===== src/rtl/cpu_ctrl_pkg.sv =====
// Shared types and constants for the teaching-CPU micro-sequencer.
// Instruction bit indices follow the decoder's one-hot order, MSB-first.
package cpu_ctrl_pkg;

    localparam int CPU_INSTR_W  = 16;
    localparam int CPU_ALU_OP_W = 3;

    typedef enum logic [2:0] {
        S_IDLE,
        S_F1,
        S_F2,
        S_DEC,
        S_EX1,
        S_EX2,
        S_EX3,
        S_HALT
    } state_t;

    localparam int I_MOVA = 15;
    localparam int I_MOVB = 14;
    localparam int I_MOVC = 13;
    localparam int I_ADD  = 12;
    localparam int I_SUB  = 11;
    localparam int I_AND1 = 10;
    localparam int I_NOT1 = 9;
    localparam int I_RSR  = 8;
    localparam int I_RSL  = 7;
    localparam int I_JMP  = 6;
    localparam int I_JZ   = 5;
    localparam int I_JC   = 4;
    localparam int I_IN1  = 3;
    localparam int I_OUT1 = 2;
    localparam int I_NOP  = 1;
    localparam int I_HALT = 0;

    localparam logic [CPU_ALU_OP_W-1:0] ALU_OP_ADD  = 3'd0;
    localparam logic [CPU_ALU_OP_W-1:0] ALU_OP_SUB  = 3'd1;
    localparam logic [CPU_ALU_OP_W-1:0] ALU_OP_AND  = 3'd2;
    localparam logic [CPU_ALU_OP_W-1:0] ALU_OP_NOT  = 3'd3;
    localparam logic [CPU_ALU_OP_W-1:0] ALU_OP_SHR  = 3'd4;
    localparam logic [CPU_ALU_OP_W-1:0] ALU_OP_SHL  = 3'd5;
    localparam logic [CPU_ALU_OP_W-1:0] ALU_OP_PASS = 3'd6;

    function automatic logic is_onehot(input logic [CPU_INSTR_W-1:0] v);
        return (v != '0) && ((v & (v - 1'b1)) == '0);
    endfunction

endpackage


===== src/rtl/cpu_ctrl_fsm.sv =====
// Fetch/decode/execute micro-sequencer: latches the decoded instruction and
// emits per-state datapath strobes for 1-3 execute states.
//
// state  | meaning
// IDLE   | stopped, waiting for start with run=1
// F1     | MAR <= PC
// F2     | read memory into IR, PC++
// DEC    | decoder enabled, instruction latched
// EX1    | ALU/move/IO work, or MAR <= PC for operand fetch
// EX2    | jump resolve, or operand address load for movb/movc
// EX3    | movb store / movc load
// HALT   | stopped after halt instruction
module cpu_ctrl_fsm
    import cpu_ctrl_pkg::*;
#(
    parameter int INSTR_W     = CPU_INSTR_W,
    parameter int ALU_OP_W    = CPU_ALU_OP_W,
    parameter int HALT_RESUME = 0
) (
    input  logic                clk,
    input  logic                rst_n,
    input  logic                start,
    input  logic                run,
    input  logic [INSTR_W-1:0]  instr,
    input  logic                z_flag,
    input  logic                c_flag,
    output logic                dec_en,
    output logic                mar_ld_pc,
    output logic                mar_ld_bus,
    output logic                mem_rd,
    output logic                mem_wr,
    output logic                ir_ld,
    output logic                pc_inc,
    output logic                pc_ld,
    output logic                reg_we,
    output logic                reg_src_mem,
    output logic [ALU_OP_W-1:0] alu_op,
    output logic                flags_we,
    output logic                in_en,
    output logic                out_en,
    output logic                halted,
    output logic                illegal
);

    state_t               state;
    logic [INSTR_W-1:0]   instr_q;
    state_t               next_bnd;
    logic                 is_jump;
    logic                 is_mov;
    logic                 taken;
    logic [2:0]           alu_c;

    assign next_bnd = run ? S_F1 : S_IDLE;
    assign is_jump  = instr_q[I_JMP] | instr_q[I_JZ] | instr_q[I_JC];
    assign is_mov   = instr_q[I_MOVB] | instr_q[I_MOVC];
    assign taken    = instr_q[I_JMP] | (instr_q[I_JZ] & z_flag) | (instr_q[I_JC] & c_flag);

    always_ff @(posedge clk or negedge rst_n) begin
        if (!rst_n) begin
            state   <= S_IDLE;
            instr_q <= '0;
            illegal <= 1'b0;
        end else begin
            illegal <= 1'b0;
            case (state)
                S_IDLE: if (start && run) state <= S_F1;
                S_F1:   state <= S_F2;
                S_F2:   state <= S_DEC;
                S_DEC: begin
                    // Malformed vectors (including ones carrying the halt bit) run as nop.
                    if (!is_onehot(instr[CPU_INSTR_W-1:0])) begin
                        instr_q        <= '0;
                        instr_q[I_NOP] <= 1'b1;
                        illegal        <= 1'b1;
                        state          <= S_EX1;
                    end else begin
                        instr_q <= instr;
                        state   <= instr[I_HALT] ? S_HALT : S_EX1;
                    end
                end
                S_EX1:  state <= (is_jump || is_mov) ? S_EX2 : next_bnd;
                S_EX2:  state <= is_mov ? S_EX3 : next_bnd;
                S_EX3:  state <= next_bnd;
                S_HALT: if ((HALT_RESUME != 0) && start) state <= S_F1;
                default: state <= S_IDLE;
            endcase
        end
    end

    always_comb begin
        dec_en      = 1'b0;
        mar_ld_pc   = 1'b0;
        mar_ld_bus  = 1'b0;
        mem_rd      = 1'b0;
        mem_wr      = 1'b0;
        ir_ld       = 1'b0;
        pc_inc      = 1'b0;
        pc_ld       = 1'b0;
        reg_we      = 1'b0;
        reg_src_mem = 1'b0;
        alu_c       = ALU_OP_ADD;
        flags_we    = 1'b0;
        in_en       = 1'b0;
        out_en      = 1'b0;
        halted      = 1'b0;
        case (state)
            S_F1: mar_ld_pc = 1'b1;
            S_F2: begin
                mem_rd = 1'b1;
                ir_ld  = 1'b1;
                pc_inc = 1'b1;
            end
            S_DEC: dec_en = 1'b1;
            S_EX1: begin
                if (instr_q[I_ADD] | instr_q[I_SUB] | instr_q[I_AND1] |
                    instr_q[I_NOT1] | instr_q[I_RSR] | instr_q[I_RSL]) begin
                    reg_we   = 1'b1;
                    flags_we = 1'b1;
                    if (instr_q[I_SUB])       alu_c = ALU_OP_SUB;
                    else if (instr_q[I_AND1]) alu_c = ALU_OP_AND;
                    else if (instr_q[I_NOT1]) alu_c = ALU_OP_NOT;
                    else if (instr_q[I_RSR])  alu_c = ALU_OP_SHR;
                    else if (instr_q[I_RSL])  alu_c = ALU_OP_SHL;
                    else                      alu_c = ALU_OP_ADD;
                end else if (instr_q[I_MOVA]) begin
                    reg_we = 1'b1;
                    alu_c  = ALU_OP_PASS;
                end else if (instr_q[I_IN1]) begin
                    in_en  = 1'b1;
                    reg_we = 1'b1;
                end else if (instr_q[I_OUT1]) begin
                    out_en = 1'b1;
                end else if (is_jump || is_mov) begin
                    mar_ld_pc = 1'b1;
                end
            end
            S_EX2: begin
                mem_rd = 1'b1;
                if (is_jump) begin
                    pc_ld  = taken;
                    pc_inc = ~taken;
                end else begin
                    mar_ld_bus = 1'b1;
                    pc_inc     = 1'b1;
                end
            end
            S_EX3: begin
                if (instr_q[I_MOVB]) begin
                    mem_wr = 1'b1;
                end else if (instr_q[I_MOVC]) begin
                    mem_rd      = 1'b1;
                    reg_we      = 1'b1;
                    reg_src_mem = 1'b1;
                end
            end
            S_HALT: halted = 1'b1;
            default: ;
        endcase
    end

    assign alu_op = ALU_OP_W'(alu_c);

endmodule


===== config.mk =====
export PLATFORM = sky130hd
export DESIGN_NAME = cpu_ctrl_fsm
export DESIGN_NICKNAME = d
export VERILOG_FILES = /design/src/rtl/cpu_ctrl_pkg.sv /design/src/rtl/cpu_ctrl_fsm.sv
export SDC_FILE = /design/constraint.sdc
export NUM_CORES = 1
export LEC_CHECK = 0
export ABC_AREA = 1
export CAP_MARGIN = 20
export CELL_PAD_IN_SITES_DETAIL_PLACEMENT = 1
export CELL_PAD_IN_SITES_GLOBAL_PLACEMENT = 2
export CORE_MARGIN = 2
export CORE_UTILIZATION = 26
export DETAILED_ROUTE_END_ITERATION = 16
export GPL_ROUTABILITY_DRIVEN = 0
export HOLD_SLACK_MARGIN = 0.1
export PLACE_DENSITY = 0.88
export SYNTH_ARGS = -nofsm -noshare
export SYNTH_HDL_FRONTEND = slang
export SYNTH_SLANG_ARGS = --single-unit

===== constraint.sdc =====
create_clock -name clk -period 4 [get_ports clk]
set_input_delay 1 -clock clk [delete_from_list [all_inputs] [get_ports clk]]
set_output_delay 1 -clock clk [all_outputs]
set_load 0.02 [all_outputs]

# Word-level counts from Yosys, hierarchy flattened
# Index checks and enable logic that the tools add are counted.
dict set report totals {
  reg_bits 20
  latch_bits 0
  mem_bits_rw 0
  romBits 0
  input_bits 22
  output_inout_bits 18
  wordCells 88
  mem_count 0
}
dict set report classes {
  add_sub_neg 1
  mul 0
  div_mod_pow 0
  magnitude_cmp 0
  n_eq_ne 8
  shift 0
  muxes 53
  bitwise 14
  n_reduce_logical 9
}
# operator n
set op_table {}
lappend op_table {{$mux 1} 34}
lappend op_table {{$mux 3} 11}
lappend op_table {{$pmux 3 s7} 1}
lappend op_table {{$and 16x16->16} 1}
lappend op_table {{$logic_not 16->1} 1}
lappend op_table {{$mux 16} 1}
lappend op_table {{$reduce_bool 16->1} 1}
lappend op_table {{$sub 16x1->16 const B} 1}
lappend op_table {{$eq 3x3->1 const B} 4}
lappend op_table {{$or 1x1->1} 10}
lappend op_table {{$pmux 1 s2} 4}
lappend op_table {{$reduce_bool 7->1} 1}
lappend op_table {{$eq 3x2->1 const B} 2}
lappend op_table {{$mux 2} 2}
lappend op_table {{$eq 3x1->1 const B} 1}
lappend op_table {{$logic_not 3->1} 1}
lappend op_table {{$and 1x1->1} 2}
lappend op_table {{$logic_and 1x1->1} 2}
lappend op_table {{$ne 2x2->1 const B} 1}
lappend op_table {{$reduce_and 2->1} 1}
lappend op_table {{$reduce_or 2->1} 1}
lappend op_table {{$logic_or 1x1->1} 1}
lappend op_table {{$not 1->1} 1}

# Depth between registers and ports, before layout
# Gate-level depths: netlist of run 1.
dict set report depth {
  word_depth 9
  ltp_mapped 11
  mapped_depth_nobuf 11
}

# Worst setup path before layout of run 1
# Ideal clock, no wire load.
dict set report synth_timing {
  path_type {input -> output}
  from {input port z_flag}
  to {output port pc_inc}
  arrival_time_ns 1.826
  required_ns 3.000
  path_slack_ns 1.174
  path_stages 2
  n_path_buf 0
  path_cell_list {a221o_1 o21ai_0}
}
dict set report synth_between {
  elab_chain_len 6
}
# item line
set synth_rtl {}
lappend synth_rtl {{from (decl)} cpu_ctrl_fsm.sv:25} ;# input logic z_flag,
lappend synth_rtl {{$and 1x1->1} cpu_ctrl_fsm.sv:56} ;# assign taken = instr_q[I_JMP] | (instr_q[I_JZ] & z_flag) | (instr_q[I_JC] & c_flag);
lappend synth_rtl {{$or 1x1->1 (2 in series)} cpu_ctrl_fsm.sv:56}
lappend synth_rtl {{$not 1->1} cpu_ctrl_fsm.sv:141} ;# pc_inc = ~taken;
lappend synth_rtl {{$mux 1} cpu_ctrl_fsm.sv:139} ;# if (is_jump) begin
lappend synth_rtl {{$pmux 1 s2} cpu_ctrl_fsm.sv:106} ;# case (state)
lappend synth_rtl {{to (decl)} cpu_ctrl_fsm.sv:33} ;# output logic pc_inc,
# Every way passes these cells.

# Final worst setup path of run 1
# Ends and elaborated chain as after synthesis.

==> out/metrics.yaml, run 1 <==
cts_sinks: 18
drt-initial-drc-count: 32
drive_above_1_share: 0.0876
maxCapViolations: 0
io_buffers: 39
tightest_slew_ps: 793
postRouteAntennaNets: 0
diodes: 0
syn_to_final_growth_pct: 38.4
die_area_sq_um: 5730
grt_pass1_wl_microns: 6360
final_nets: 274
ir_drop_mv: 0.119
hold_buffers: 0
power_density_nw_per_um2: 380
drt-total-wl_microns: 3740
status: "finished, final reports clean"
path_cells: "clkdlybuf4s50_1 -> a221o_1 -> o21ai_0 -> clkdlybuf4s50_1"
grt_max_degree: 19
period_share: 0.885
cts_root_buf: "clkbuf_8"
finalCriticalPeriod_ps: 3540
required_ps: 3000
cts_tree: "built"
finalSetupTns_ps: 0
drcViolationCount: 0
multi_input_area_sq_um: 768
cpLargestDelayFamily: "buffers and inverters"
fin_worst_skew_ps: 4.16
clkTransAtPathRegs_ps: 60
arrival_ps: 2540
io_pins: 40
critPathMaxFanout: 2
hold_viol_final: 0
min_path_type: "register to register"
max_stage_delay_ps: 620
regArea_sq_um: 450
cp-start-kind: "input pin"
die_h_microns: 75.7
fmax_mhz: 282
worstSkewPairLatency_ps: 250
leakagePower_nw: 0.821
yosysWarnings: 0
fillers: 670
grt_pass1_vias: 1404
cp_common_cell: "clkdlybuf4s50_1"
cts_buffer_depth: 2
num_rows: 26
cp_slowest_cell: "clkdlybuf4s50_1"
setup_viol: 0
ys_ff_latch: 18
cp-end-kind: "primary output"
fin_util: 0.367
htree_levels: 1
vias: 1439
via_per_inst: 4.48
synth_cells: 211
syn-num-nets: 233
synth_area_sq_um: 1340
ys_seq_area_frac: 0.337
dp_hpwl_microns: 3130
numCtsBuffers: 3
path_buf_inv: 2
wire_per_inst_microns: 11.6
cts_setup_buffers: 0
grt_usage: 0.144
cts_resized: 0
drv_slew: 0
start_util: 0.265
firstDrtPassIters: 4
core_sq_um: 5040
grt_remaining_overflow: 0
antenna_found_initial: 0
die_width_microns: 75.7
synth_cell_types: 25
rsz0062_at_grt: "no"
crit_type: "input pin to primary output"
syn_avg_cell_area_sq_um: 6.33
maxSlewHeadroom: 0.470
final cells by class:
class / instances / share of cell area
Clock buffer: 4 / 0.0298
Inverter: 26 / 0.0528
Multi-Input combinational cell: 164 / 0.415
Sequential cell: 18 / 0.244
Tap cell: 70 / 0.0474
Timing Repair Buffer: 39 / 0.211
per-layer routing:
layer,wire length (microns),part of all wire,vias to the layer above,track usage
met2,1730,0.46,36,0.239
met3,126,0.034,4,0.00794
li1,-,-,753,-
met4,49,0.013,0,0.0585
met5,0,0,-,0
met1,1830,0.49,646,0.197
registers in the layout, indices dropped and copies added (netlist names):
register and flops:
instr_q 14, illegal 1, state 3
where the power goes:
part | total [mW] | switching (mW) | internal (mW)
logic | 0.334 | 0.208 | 0.126
clock network | 0.148 | 0.0603 | 0.0874
registers | 0.221 | 0.0191 | 0.202
total | 0.702 | 0.287 | 0.415
final timing paths:
| path | start | end | slack, ps | cells past startpoint |
|---|---|---|---|---|
| setup / recovery | z_flag | pc_inc | 460 | 4 |
| hold / removal | instr_q[15] | instr_q[15] | 490 | 2 |
| setup reg to reg | state[0] | state[0] | 1850 | 8 |
| hold reg to reg | instr_q[15] | instr_q[15] | 490 | 2 |
| max in group asynchronous | rst_n | illegal | 2300 | 1 |
| min in group asynchronous | rst_n | state[1] | 1200 | 1 |
synthesized netlist by cell type, drive strengths merged:
master   n  area, sq um
o211ai   1         7.51
buf      2         16.3
nand4    3         18.8
a211oi   2         15.0
nand3    8         45.0
a21boi   1         7.51
clkbuf   1         3.75
a221o    1         10.0
inv     26         97.6
nor2    44          183
nor3     5         25.0
a21oi    2         10.0
a31oi    1         6.26
dfrtp   18          450
o21ai   22          151
o31ai    1         7.51
nor4     2         12.5
nand2   71          269
cells in the final DEF (no fill, tap or decap):
cell type / Yosys / layout
nor3_1: 5 / 5
a31oi_1: 1 / 1
nor2_2: 4 / 4
o211ai_1: 1 / 1
a221o_1: 1 / 1
a21oi_1: 2 / 2
nand2_2: 1 / 1
nand3_2: 1 / 1
inv_1: 26 / 26
nand2_1: 70 / 70
nor4_1: 2 / 2
dfrtp_1: 18 / 18
nand4_1: 3 / 3
o21ai_2: 11 / 11
nor2_1: 39 / 39
clkbuf_8: 0 / 4
o21ai_0: 9 / 9
a21boi_0: 1 / 1
nand3_1: 7 / 7
o21ai_1: 2 / 2
nor2_4: 1 / 1
a211oi_1: 2 / 2
o31ai_1: 1 / 1
clkdlybuf4s50_1: 0 / 39
per-stage QoR:
| stage | power [mW] | setup WS, ps | hold WS [ps] | cells | area, sq um |
|---|---|---|---|---|---|
| 2_1_floorplan | 0.419 | 1170 | 455 | 211 | 1340 |
| 3_3_place_gp | 0.559 | 501 | 478 | 317 | 1790 |
| 3_5_place_dp | 0.561 | 445 | 477 | 317 | 1790 |
| 4_1_cts | 0.713 | 440 | 496 | 321 | 1850 |
| 5_1_grt | 0.748 | 404 | 529 | 321 | 1850 |
| 6_report | 0.702 | 459 | 495 | 321 | 1850 |
cell families (layout without fill, tap and decap cells):
| kind of cell | after synthesis | count (layout) | share of synthesized area |
|---|---|---|---|
| compound gates | 31 | 31 | 0.161 |
| buf+inv | 29 | 69 | 0.0880 |
| flops | 18 | 18 | 0.337 |
| simple gates | 133 | 133 | 0.414 |
worst reg2reg max path, delay by kind of cell (launching register included):
family                 cells  cell delay, ps
and+or+nand+nor            7            1230
buffers and inverters      1             410
DFF                        1             450
No activity file was read; power rests on OpenSTA's default activity.
==> run 2: changes to the inputs <==
--- a/config.mk
+++ b/config.mk
@@ -9,6 +9,7 @@
 export CAP_MARGIN = 20
 export CELL_PAD_IN_SITES_DETAIL_PLACEMENT = 1
 export CELL_PAD_IN_SITES_GLOBAL_PLACEMENT = 2
+export CORE_ASPECT_RATIO = 1.75
 export CORE_MARGIN = 2
 export CORE_UTILIZATION = 26
 export DETAILED_ROUTE_END_ITERATION = 16
==> run 2 against run 1 <==
Effect of this change:
- combinational power increased by 2%
- sequential cell count stayed put
- utilization up 0.23 points
- die area up 0.40%
- maximum frequency increased by 0.15%
- critical path depth did not move
- first-iteration DRC count down 41%
- worst setup slack improved by 5.5 ps
- non-clock buffer count is 1 higher
- largest cell class unchanged
==> out/metrics.yaml, run 2 (same netlist as run 1, synthesis figures left out) <==
reg2reg_slack_ps: 2120
final_area_sq_um: 1840
cp-startpoint: "z_flag"
drive_above_1_share: 0.0913
rsz0062_at_grt: "no"
cts_resized: 0
core_sq_um: 4980
drcViolationCount: 0
final_nets: 275
rr_worst_depth: 9
path_cells: "clkdlybuf4s50_1 -> a221o_1 -> o21ai_0 -> clkdlybuf4s50_1"
die_h_microns: 98.8
drv_slew: 0
grt_pass1_wl_microns: 6870
cts_tree: "built"
worstSkewPairLatency_ps: 250
wire_per_inst_microns: 12.9
num_rows: 34
io_buffers: 39
cp-end-kind: "primary output"
firstDrtPassIters: 4
final_common_cell: "nand2_1"
maxSlewHeadroom: 0.484
regMostFlops: "instr_q"
setup_viol: 0
diodes: 0
clkTransAtPathRegs_ps: 60
tightest_slew_ps: 771
fin_util: 0.369
cp_slowest_cell: "clkdlybuf4s50_1"
via_per_inst: 4.77
max_stage_delay_ps: 630
grt_remaining_overflow: 0
postRouteAntennaNets: 0
reg2reg_from: "state[0]"
cp-start-kind: "input pin"
maxCapViolations: 0
io_pins: 40
required_ps: 3000
reg2reg_to: "state[0]"
hold_buffers: 0
leakagePower_nw: 0.826
vias: 1460
arrival_ps: 2540
largest_register_ff_count: 14
critPathMaxFanout: 2
fillers: 640
cts_setup_buffers: 0
grt_max_degree: 19
status: "finished, final reports clean"
layoutNonFillerInstCount: 306
finalSetupTns_ps: 0
drt-total-wl_microns: 3950
ir_drop_mv: 0.188
crit_type: "input pin to primary output"
fin_worst_skew_ps: 3.61
syn_to_final_growth_pct: 37.5
finalCriticalPeriod_ps: 3540
antenna_found_initial: 0
die_area_sq_um: 5750
htree_levels: 1
cp_common_cell: "clkdlybuf4s50_1"
drt-initial-drc-count: 19
die_width_microns: 58.2
start_util: 0.268
hold_viol_final: 0
min_path_type: "register to register"
power_density_nw_per_um2: 384
cts_sinks: 18
layout_common_cells: "70 x nand2_1, 39 x nor2_1, 39 x clkdlybuf4s50_1"
dp_hpwl_microns: 3390
min_path_cells: 2
period_share: 0.884
dp.cells: 302
cts_buffer_depth: 2
cts_root_buf: "clkbuf_8"
grt_usage: 0.149
cp-endpoint: "pc_inc"
dpl_cell_area_sq_um: 1780
reg_top3: "instr_q x14, state x3, illegal x1"
fmax_mhz: 283
numCtsBuffers: 3
grt_pass1_vias: 1549
==> run 2: where the power goes <==
part / leakage (nW) / switching (mW) / internal [mW]
clock network: 0.0288 / 0.0545 / 0.0872
logic: 0.551 / 0.210 / 0.131
registers: 0.246 / 0.0207 / 0.202
==> run 2: routing by layer <==
| metal | track usage | vias up | wire [microns] |
|---|---|---|---|
| met4 | 0.0501 | 0 | 48 |
| met2 | 0.286 | 30 | 2250 |
| met1 | 0.169 | 672 | 1560 |
| met5 | 0 | - | 0 |
| met3 | 0.00525 | 4 | 91 |
| li1 | - | 754 | - |
==> run 2: critical path: cells and delay by family <==
kind / cells / cell delay, ps
compound gates: 2 / 510
buf+inv: 2 / 1030
==> run 2: how the worst min path moves through the flow <==
stage / end / startpoint / slack, ps
floorplan: instr_q[3] / instr_q[3] / 450
global placement: instr_q[15] / instr_q[15] / 470
detailed placement: instr_q[15] / instr_q[15] / 480
CTS: instr_q[15] / instr_q[15] / 500
global route: instr_q[15] / instr_q[15] / 520
finish: instr_q[15] / instr_q[15] / 490
==> run 2: through the flow <==
| stage | worst slack, ps | total power, mW | hold WS, ps |
|---|---|---|---|
| 6_report | 464 | 0.705 | 493 |
| 2_1_floorplan | 1170 | 0.419 | 455 |
| 3_5_place_dp | 448 | 0.571 | 479 |
| 3_3_place_gp | 494 | 0.565 | 475 |
| 5_1_grt | 415 | 0.760 | 518 |
| 4_1_cts | 449 | 0.715 | 497 |
==> run 2: area by class of cell <==
class	count	area, sq um	area share
Tap cell	54	67.6	0.0368
Clock buffer	4	55.1	0.0300
Timing Repair Buffer	40	398	0.217
Multi-Input combinational cell	164	768	0.418
Inverter	26	97.6	0.0531
Sequential cell	18	450	0.245
==> run 3: changes to the inputs <==
--- a/config.mk
+++ b/config.mk
@@ -9,13 +9,13 @@
 export CAP_MARGIN = 20
 export CELL_PAD_IN_SITES_DETAIL_PLACEMENT = 1
 export CELL_PAD_IN_SITES_GLOBAL_PLACEMENT = 2
-export CORE_ASPECT_RATIO = 1.75
 export CORE_MARGIN = 2
-export CORE_UTILIZATION = 26
+export CORE_UTILIZATION = 27
+export CTS_BUF_LIST = sky130_fd_sc_hd__clkbuf_8
 export DETAILED_ROUTE_END_ITERATION = 16
 export GPL_ROUTABILITY_DRIVEN = 0
 export HOLD_SLACK_MARGIN = 0.1
-export PLACE_DENSITY = 0.88
+export PLACE_DENSITY = 0.91
 export SYNTH_ARGS = -nofsm -noshare
 export SYNTH_HDL_FRONTEND = slang
 export SYNTH_SLANG_ARGS = --single-unit
==> run 3 against run 2 <==
Effect of this change:
- die area down 3.9%
- worst hold slack worse by 6.9 ps
- via count down 0.96%
- wire length down 1.4%
- clock-buffer cell count unchanged
- critical path type unchanged
- critical endpoint unchanged
- largest cell class unchanged
==> out/metrics.yaml, run 3 (same netlist as run 1, synthesis figures left out) <==
status: "finished, final reports clean"
cts_tree: "built"
regMostFlops: "instr_q"
wire_per_inst_microns: 12.2
vias: 1446
final_nets: 275
die_area_sq_um: 5530
fin_worst_skew_ps: 0.982
fmax_mhz: 284
grt_pass1_vias: 1433
dp_hpwl_microns: 3220
io_buffers: 39
maxCapViolations: 0
hold_buffers: 0
dr_wl_met3_microns: 146
drive_above_1_share: 0.0913
fin_util: 0.390
min_path_type: "register to register"
wl_met2_microns: 1740
dpl_cell_area_sq_um: 1800
arrival_ps: 2520
path_buf_inv: 2
ir_drop_mv: 0.115
tightest_slew_ps: 830
maxSlewHeadroom: 0.445
critPathMaxFanout: 2
power_density_nw_per_um2: 385
numCtsBuffers: 3
cts_root_buf: "clkbuf_8"
cp-end-kind: "primary output"
syn_to_final_growth_pct: 38.7
die_width_microns: 74.4
antenna_found_initial: 0
leakagePower_nw: 0.826
worstSkewPairLatency_ps: 260
reg_top3: "instr_q x14, state x3, illegal x1"
cp_slowest_cell: "clkdlybuf4s50_1"
firstDrtPassIters: 4
path_cells: "clkdlybuf4s50_1 -> a221o_1 -> o21ai_0 -> clkdlybuf4s50_1"
required_ps: 3000
start_util: 0.281
core_sq_um: 4750
fillers: 644
drt-total-wl_microns: 3890
drcViolationCount: 0
finalCriticalPeriod_ps: 3520
clkTransAtPathRegs_ps: 70
max_stage_delay_ps: 620
drt-initial-drc-count: 56
diodes: 0
cts_setup_buffers: 0
rsz0062_at_grt: "no"
num_rows: 25
grt_remaining_overflow: 0
final_common_cell: "nand2_1"
hold_viol_final: 0
wl_met1_microns: 1960
cp-start-kind: "input pin"
grt_pass1_wl_microns: 6700
cts_resized: 0
cts_sinks: 18
via_per_inst: 4.53
htree_levels: 1
finalPower_uw: 713
cts_buffer_depth: 2
die_h_microns: 74.4
drv_slew: 0
finalSetupTns_ps: 0
layout_common_cells: "70 x nand2_1, 39 x nor2_1, 39 x clkdlybuf4s50_1"
setup_viol: 0
grt_max_degree: 19
cp_common_cell: "clkdlybuf4s50_1"
crit_type: "input pin to primary output"
period_share: 0.880
postRouteAntennaNets: 0
top_layer_used: "met4"
cpLargestDelayFamily: "buffers and inverters"
final_area_sq_um: 1850
io_pins: 40
largest_register_ff_count: 14
grt_usage: 0.155
[run 3: cell counts in the layout (fill, tap and decap cells not counted)]
No cell type changed its count.
[run 3: power by group]
| part | switching, mW | total [mW] | internal [mW] | leakage, nW |
|---|---|---|---|---|
| clock | 0.0635 | 0.151 | 0.0876 | 0.0288 |
| combinational | 0.210 | 0.342 | 0.131 | 0.551 |
| sequential | 0.0189 | 0.220 | 0.201 | 0.246 |
| total | 0.293 | 0.713 | 0.420 | 0.826 |
[run 3: final timing paths]
kind | start | endpoint | slack (ps) | cells past startpoint
worst max-delay path | z_flag | pc_inc | 480 | 4
worst min-delay path | instr_q[3] | instr_q[3] | 490 | 2
worst max register to register | state[0] | state[0] | 2200 | 9
worst min register to register | instr_q[3] | instr_q[3] | 490 | 2
max in group asynchronous | rst_n | state[2] | 2270 | 1
min in group asynchronous | rst_n | instr_q[11] | 1220 | 1
[run 3: area by class of cell]
class	instances	area, sq um	share of cell area
clock buffers	4	55.1	0.0297
inverters	26	97.6	0.0527
multi-input cells	164	768	0.415
flip-flops and latches	18	450	0.243
well taps	67	83.8	0.0452
repair buffers	40	398	0.215
[run 3: metal layers]
| metal | global-route usage | vias to the layer above |
|---|---|---|
| met1 | 0.209 | 649 |
| met3 | 0.0176 | 5 |
| met5 | 0 | - |
| li1 | - | 754 |
| met2 | 0.264 | 38 |
| met4 | 0.0417 | 0 |
[run 3: worst min-delay path: stages (launching register included)]
cell and delay [ps]:
dfrtp_1 350, nand2_1 60, o21ai_2 50
[run 3: metrics by stage]
stage | setup WS [ps] | std cells | hold WS [ps]
after CTS | 469 | 319 | 494
after detailed placement | 475 | 315 | 476
after global placement | 500 | 315 | 470
final | 481 | 319 | 486
after floorplan | 1170 | 211 | 455
after global routing | 414 | 319 | 535
